--- config.mk ---
export PLATFORM = sky130hd
export DESIGN_NAME = f1_window_fetch
export DESIGN_NICKNAME = d
export VERILOG_FILES = /design/src/rtl/f1_window_fetch.sv
export SDC_FILE = /design/constraint.sdc
export NUM_CORES = 1
export LEC_CHECK = 0
export CORE_ASPECT_RATIO = 1.2
export CORE_MARGIN = 3
export CORE_UTILIZATION = 43
export DETAILED_ROUTE_END_ITERATION = 10
export REMOVE_ABC_BUFFERS = 1
export SYNTH_ARGS = -nofsm -noshare
export SYNTH_HDL_FRONTEND = slang
export SYNTH_SLANG_ARGS = --single-unit
--- constraint.sdc ---
create_clock -name clk -period 6.6 [get_ports clk]
set_clock_uncertainty 0.1 [all_clocks]
set_input_delay 0.99 -clock clk [delete_from_list [all_inputs] [get_ports clk]]
set_output_delay 0.99 -clock clk [all_outputs]
set_load 0.05 [all_outputs]
--- src/rtl/f1_window_fetch.sv ---
// f1_window_fetch: scans the layer-1 feature map in f1_ram and streams every
// KxK window (stride 1, no padding) in raster order to the conv1 MAC array.
// The RAM read latency is covered by a valid/tag shift register. A small
// output FIFO is guarded by a credit check on issue, so downstream stalls
// never lose data.
module f1_window_fetch #(
    parameter int IMG_W      = 32,
    parameter int IMG_H      = 32,
    parameter int K          = 5,
    parameter int ADDR_W     = 10,
    parameter int RD_LAT     = 2,
    parameter int FIFO_DEPTH = 4
) (
    input  logic              clk,
    input  logic              rst_n,
    input  logic              start,
    output logic              busy,
    output logic              done,
    output logic [ADDR_W-1:0] f1_raddr,
    input  logic [7:0]        f1_rdata,
    output logic [7:0]        pix_data,
    output logic              pix_valid,
    input  logic              pix_ready,
    output logic              pix_win_last,
    output logic              pix_frame_last
);

    localparam int OH    = IMG_H - K + 1;
    localparam int OW    = IMG_W - K + 1;
    localparam int ROW_W = $clog2(OH + 1);
    localparam int COL_W = $clog2(OW + 1);
    localparam int KW    = $clog2(K + 1);
    localparam int PTR_W = (FIFO_DEPTH > 1) ? $clog2(FIFO_DEPTH) : 1;
    localparam int CNT_W = $clog2(FIFO_DEPTH + 1);

    typedef enum logic [1:0] {S_IDLE, S_FETCH, S_DRAIN, S_DONE} state_t;

    state_t                     state_q, state_d;
    logic [ROW_W-1:0]           orow_q, orow_d;
    logic [COL_W-1:0]           ocol_q, ocol_d;
    logic [KW-1:0]              kr_q, kr_d;
    logic [KW-1:0]              kc_q, kc_d;
    logic [ADDR_W-1:0]          raddr_q, raddr_d;
    logic                       busy_q, busy_d;
    logic                       done_q, done_d;
    logic [RD_LAT-1:0]          vld_sr_q, vld_sr_d;
    logic [RD_LAT-1:0][1:0]     tag_sr_q, tag_sr_d;
    logic [PTR_W-1:0]           wr_ptr_q, wr_ptr_d;
    logic [PTR_W-1:0]           rd_ptr_q, rd_ptr_d;
    logic [CNT_W-1:0]           fifo_cnt_q, fifo_cnt_d;
    logic [9:0]                 fifo_mem_q [FIFO_DEPTH];

    logic [CNT_W-1:0]           inflight;
    logic [ADDR_W-1:0]          scan_addr;
    logic                       win_last, frame_last, credit_ok, issue;
    logic                       push, pop;
    logic [1:0]                 push_tag;
    logic [9:0]                 head;

    // Wrap a FIFO pointer at the (possibly non power-of-two) depth.
    function automatic logic [PTR_W-1:0] ptr_next(input logic [PTR_W-1:0] p);
        return (p == PTR_W'(FIFO_DEPTH - 1)) ? '0 : p + 1'b1;
    endfunction

    // Reads in flight = occupied slots of the latency shift register.
    always_comb begin
        inflight = '0;
        for (int i = 0; i < RD_LAT; i++) begin
            inflight = inflight + CNT_W'(vld_sr_q[i]);
        end
    end

    // Window position to RAM address, plus the tag bits for this position.
    always_comb begin
        scan_addr  = ADDR_W'((int'(orow_q) + int'(kr_q)) * IMG_W + int'(ocol_q) + int'(kc_q));
        win_last   = (kr_q == KW'(K - 1)) && (kc_q == KW'(K - 1));
        frame_last = win_last && (orow_q == ROW_W'(OH - 1)) && (ocol_q == COL_W'(OW - 1));
        // Counts are taken before this cycle's pushes/pops, so a same-cycle pop
        // only frees credit on the next cycle.
        credit_ok  = ({1'b0, fifo_cnt_q} + {1'b0, inflight}) < (CNT_W + 1)'(FIFO_DEPTH);
    end

    // Control FSM: scan counters, issue decision, busy/done generation.
    always_comb begin
        state_d = state_q;
        orow_d  = orow_q;
        ocol_d  = ocol_q;
        kr_d    = kr_q;
        kc_d    = kc_q;
        raddr_d = raddr_q;
        busy_d  = busy_q;
        done_d  = 1'b0;
        issue   = 1'b0;
        case (state_q)
            S_IDLE: begin
                if (start) begin
                    state_d = S_FETCH;
                    busy_d  = 1'b1;
                    orow_d  = '0;
                    ocol_d  = '0;
                    kr_d    = '0;
                    kc_d    = '0;
                end
            end
            S_FETCH: begin
                if (credit_ok) begin
                    issue   = 1'b1;
                    raddr_d = scan_addr;
                    // Innermost kc, then kr, ocol, orow; all wrap to 0 after the final issue.
                    if (kc_q == KW'(K - 1)) begin
                        kc_d = '0;
                        if (kr_q == KW'(K - 1)) begin
                            kr_d = '0;
                            if (ocol_q == COL_W'(OW - 1)) begin
                                ocol_d = '0;
                                orow_d = (orow_q == ROW_W'(OH - 1)) ? '0 : orow_q + 1'b1;
                            end else begin
                                ocol_d = ocol_q + 1'b1;
                            end
                        end else begin
                            kr_d = kr_q + 1'b1;
                        end
                    end else begin
                        kc_d = kc_q + 1'b1;
                    end
                    if (frame_last) begin
                        state_d = S_DRAIN;
                    end
                end
            end
            S_DRAIN: begin
                if ((fifo_cnt_q == '0) && (inflight == '0)) begin
                    state_d = S_DONE;
                    done_d  = 1'b1;
                    busy_d  = 1'b0;
                end
            end
            S_DONE: begin
                state_d = S_IDLE;
            end
            default: begin
                state_d = S_IDLE;
            end
        endcase
    end

    // Latency shift register for read valid and {win_last, frame_last} tags.
    always_comb begin
        vld_sr_d    = '0;
        tag_sr_d    = '0;
        vld_sr_d[0] = issue;
        tag_sr_d[0] = {win_last, frame_last};
        for (int i = 1; i < RD_LAT; i++) begin
            vld_sr_d[i] = vld_sr_q[i-1];
            tag_sr_d[i] = tag_sr_q[i-1];
        end
    end

    // Output FIFO bookkeeping: RAM data lands when the shift register's last stage is valid.
    always_comb begin
        push       = vld_sr_q[RD_LAT-1];
        push_tag   = tag_sr_q[RD_LAT-1];
        pop        = pix_valid && pix_ready;
        wr_ptr_d   = push ? ptr_next(wr_ptr_q) : wr_ptr_q;
        rd_ptr_d   = pop ? ptr_next(rd_ptr_q) : rd_ptr_q;
        fifo_cnt_d = fifo_cnt_q + CNT_W'(push) - CNT_W'(pop);
    end

    // Control and address state, cleared asynchronously.
    always_ff @(posedge clk or negedge rst_n) begin
        if (!rst_n) begin
            state_q    <= S_IDLE;
            orow_q     <= '0;
            ocol_q     <= '0;
            kr_q       <= '0;
            kc_q       <= '0;
            raddr_q    <= '0;
            busy_q     <= 1'b0;
            done_q     <= 1'b0;
            vld_sr_q   <= '0;
            tag_sr_q   <= '0;
            wr_ptr_q   <= '0;
            rd_ptr_q   <= '0;
            fifo_cnt_q <= '0;
        end else begin
            state_q    <= state_d;
            orow_q     <= orow_d;
            ocol_q     <= ocol_d;
            kr_q       <= kr_d;
            kc_q       <= kc_d;
            raddr_q    <= raddr_d;
            busy_q     <= busy_d;
            done_q     <= done_d;
            vld_sr_q   <= vld_sr_d;
            tag_sr_q   <= tag_sr_d;
            wr_ptr_q   <= wr_ptr_d;
            rd_ptr_q   <= rd_ptr_d;
            fifo_cnt_q <= fifo_cnt_d;
        end
    end

    // FIFO storage; contents are only meaningful while the count covers them.
    always_ff @(posedge clk) begin
        if (push) begin
            fifo_mem_q[wr_ptr_q] <= {push_tag, f1_rdata};
        end
    end

    // Outputs are forced to zero whenever the FIFO is empty.
    always_comb begin
        head           = fifo_mem_q[rd_ptr_q];
        pix_valid      = (fifo_cnt_q != '0);
        pix_data       = pix_valid ? head[7:0] : 8'd0;
        pix_win_last   = pix_valid & head[9];
        pix_frame_last = pix_valid & head[8];
        f1_raddr       = raddr_q;
        busy           = busy_q;
        done           = done_q;
    end

endmodule
==> summary.txt <==
Hold WS - 255 ps
Cell Int Power - 1150 uW
Post-CTS Setup Inserts - 0
R2R cell count - 6
Layout cells sized above 1 - 0.0904
CP Launch Type - register
Post-route insts no fill - 471
Status - finished clean
Fin nets - 389
Count leader, synth - dfrtp_1
Area Growth Syn to Fin - 16.1%
Power density over the cells - 418 nW/um^2
Hold buffer count at CTS - 0
Critical Path RT - 5510 ps
Slew at the pin closest to its max-slew limit - 976 ps
Reg2Reg Setup Slack - 3820 ps
Post-synthesis adder-cell area fraction - 0.0945
Ys Warns - 0
Hold Path End - push_tag[0]
Final period utilization - 0.553
Seq/Total Area, Yosys - 0.577
Final min period - 3650 ps
Clk buf depth - 2
Initial DRC count - 118
Antenna Violating Nets Remaining - 0
Setup TNS Final - 0 ps
Vias in the first global route - 2381
Core Area - 8750 um^2
Clock sinks - 83
Mapped Area - 3950 um^2
Final-report hold violation count - 0
Final WL - 6910 um
CP Data Arrival Time - 2560 ps
Drc violations - 0
Area contributors post-synth - edfxtp_1 (30%), dfrtp_1 (27%), ha_1 (7.9%)
Post-synth EDFFs - 40
Synth Area in Compound Gates - 0.0774
Crit-path max FO - 13
Die Y - 111 um
Leakage - 0.00190 uW
Placed wire-length estimate - 5050 um
R2R Path Start - vld_sr_q[1]
Initial antenna violation count - 0
Io pins - 35
Largest family of logic cells by synthesized area - simple AND/OR/NAND/NOR gates
HP Class - register to register
RR Endpoint - f1_raddr[1]
Mux contribution to synthesized area - 0.0745
Distinct cells, synth - 42
Largest net degree at the start of global routing - 44
Via count - 2420
# port buffers - 34
Max Transition Viols Final - 0
Hold Crit Start - tag_sr_d[2]
Synth top area share - 0.304
Simple-Gate Fraction of Synth Area - 0.119
Clk Latency, worst-skew pair - 360 ps
Gp weighted congestion - 0.752
Site Rows - 37
TritonRoute pass-1 iters - 4
CTS clock-pin slew for the worst setup and hold paths - 80 ps
# resized after CTS - 0
Max cap viols - 0
Psw - 763 uW
Global route total overflow - 0
Fillcell total - 750
Dominant cell type by area after synthesis - edfxtp_1
First-pass GRT wire length - 11700 um
Antenna fix cells - 0
Die width - 93.4 um
Syn_area_per_cell - 12.6 um^2
Post-synth top cells - dfrtp_1 (43), edfxtp_1 (40), nand2_1 (32)
Logic pwr share - 0.413
Initial Util - 0.451
Predominant post-synthesis flop cell - dfrtp_1
WHS Path Cells - 0
Sw Ratio - 0.399
Ys async rst share - 0.518
Syn Inst Count - 313
Setup violators final - 0
Reg power frac - 0.400
Routed WL per cell - 14.7 um
Yosys reg bits - 83
Xor-xnor portion of the synthesized cell area - 0.0266
Setup CP Type - register to output pin
Nature of the critical path endpoint - output pin
VDD IR max - 165 uV
Die ar. - 10400 um^2
GR Util All Layers - 0.146
Dpl cells - 455
Via density - 5.14
Peak Freq - 274 MHz
Clock power frac - 0.187
Slew headroom - 0.349
H-tree Lvls - 3
CTS tree - done
RSZ-0062 raised after global routing - false
CTS Buf Count - 9
Root buf cell - clkbuf_8
-- power groups by stage --
stage,clock network [uW],registers (uW),logic (uW)
3_5_place_dp,0,782,801
5_1_grt,389,786,867
3_3_place_gp,0,778,792
2_1_floorplan,0,799,531
4_1_cts,368,770,804
6_report,358,766,791
-- state kept, by name, summed over array words and instances (netlist names) --
register	flops
fifo_mem_q	40
fifo_cnt_q	3
rd_ptr_q	2
f1_raddr	10
push_tag	2
orow_q	5
wr_ptr_q	2
vld_sr_q	2
busy	1
done	1
state_q	2
ocol_q	5
kr_q	3
tag_sr_d	2
kc_q	3
-- kinds of logic after synthesis --
kind of cell	count (synthesis)
adder cells (fa/ha/maj)	28
AND/OR/NAND/NOR	92
XOR/XNOR	12
multiplexers	16
flip-flops	83
AO/OA/AOI/OAI	51
buffers and inverters	31
-- area by class of cell --
type	count	area, um^2	area share
clock inverter	7	67.6	0.0148
clock buffer	9	124	0.0270
sequential	83	2280	0.497
inverter	22	82.6	0.0180
multi-input combinational	199	1550	0.338
tap	117	146	0.0320
timing repair buffer	34	335	0.0732
-- routing by layer --
layer  vias to the layer above  share of wire  track usage
li1                       1201              -            -
met1                      1172           0.46        0.191
met2                        37           0.49        0.230
met3                        10          0.029       0.0251
met4                         0          0.024       0.0762
met5                         -              0            0
-- through the flow --
| step | total power, uW | worst slack [ps] | instance area (um^2) | utilization |
|---|---|---|---|---|
| finish | 1920 | 2950 | 4580 | 0.523 |
| global route | 2040 | 2800 | 4580 | 0.523 |
| CTS | 1940 | 2900 | 4580 | 0.523 |
| detailed placement | 1580 | 3300 | 4390 | 0.502 |
| global placement | 1570 | 3320 | 4390 | 0.502 |
| floorplan | 1330 | 3940 | 3910 | - |
-- layout by cell type (no fill, tap or decap), drive strengths merged, types with 3 or more instances in the layout --
master,count
inv,23
dfrtp,43
and3,4
nand3,15
edfxtp,40
and2,16
nand2,32
mux2,4
o21ai,26
nor2,10
a21o,3
xor2,6
clkdlybuf4s50,33
clkinv,3
nand4,3
mux4,10
o41ai,3
nor3,4
clkbuf,9
ha,25
fa,3
xnor2,6
a21oi,9
-- how the worst max path moves through the flow --
stage / cells after the start / slack, ps / endpoint / startpoint
finish: 3 / 2950 / pix_data[4] / rd_ptr_q[0]
global route: 3 / 2800 / pix_data[3] / rd_ptr_q[0]
CTS: 3 / 2900 / pix_data[1] / rd_ptr_q[0]
detailed placement: 3 / 3300 / pix_data[1] / rd_ptr_q[0]
global placement: 3 / 3320 / pix_data[4] / rd_ptr_q[0]
floorplan: 2 / 3940 / pix_data[0] / rd_ptr_q[0]
-- critical path, cell delays in order (launching register included) --
cell and delay (ps):
dfrtp_1 770, mux4_2 580, and2_1 160, clkdlybuf4s50_1 690
(Power assumes the default switching activity.)
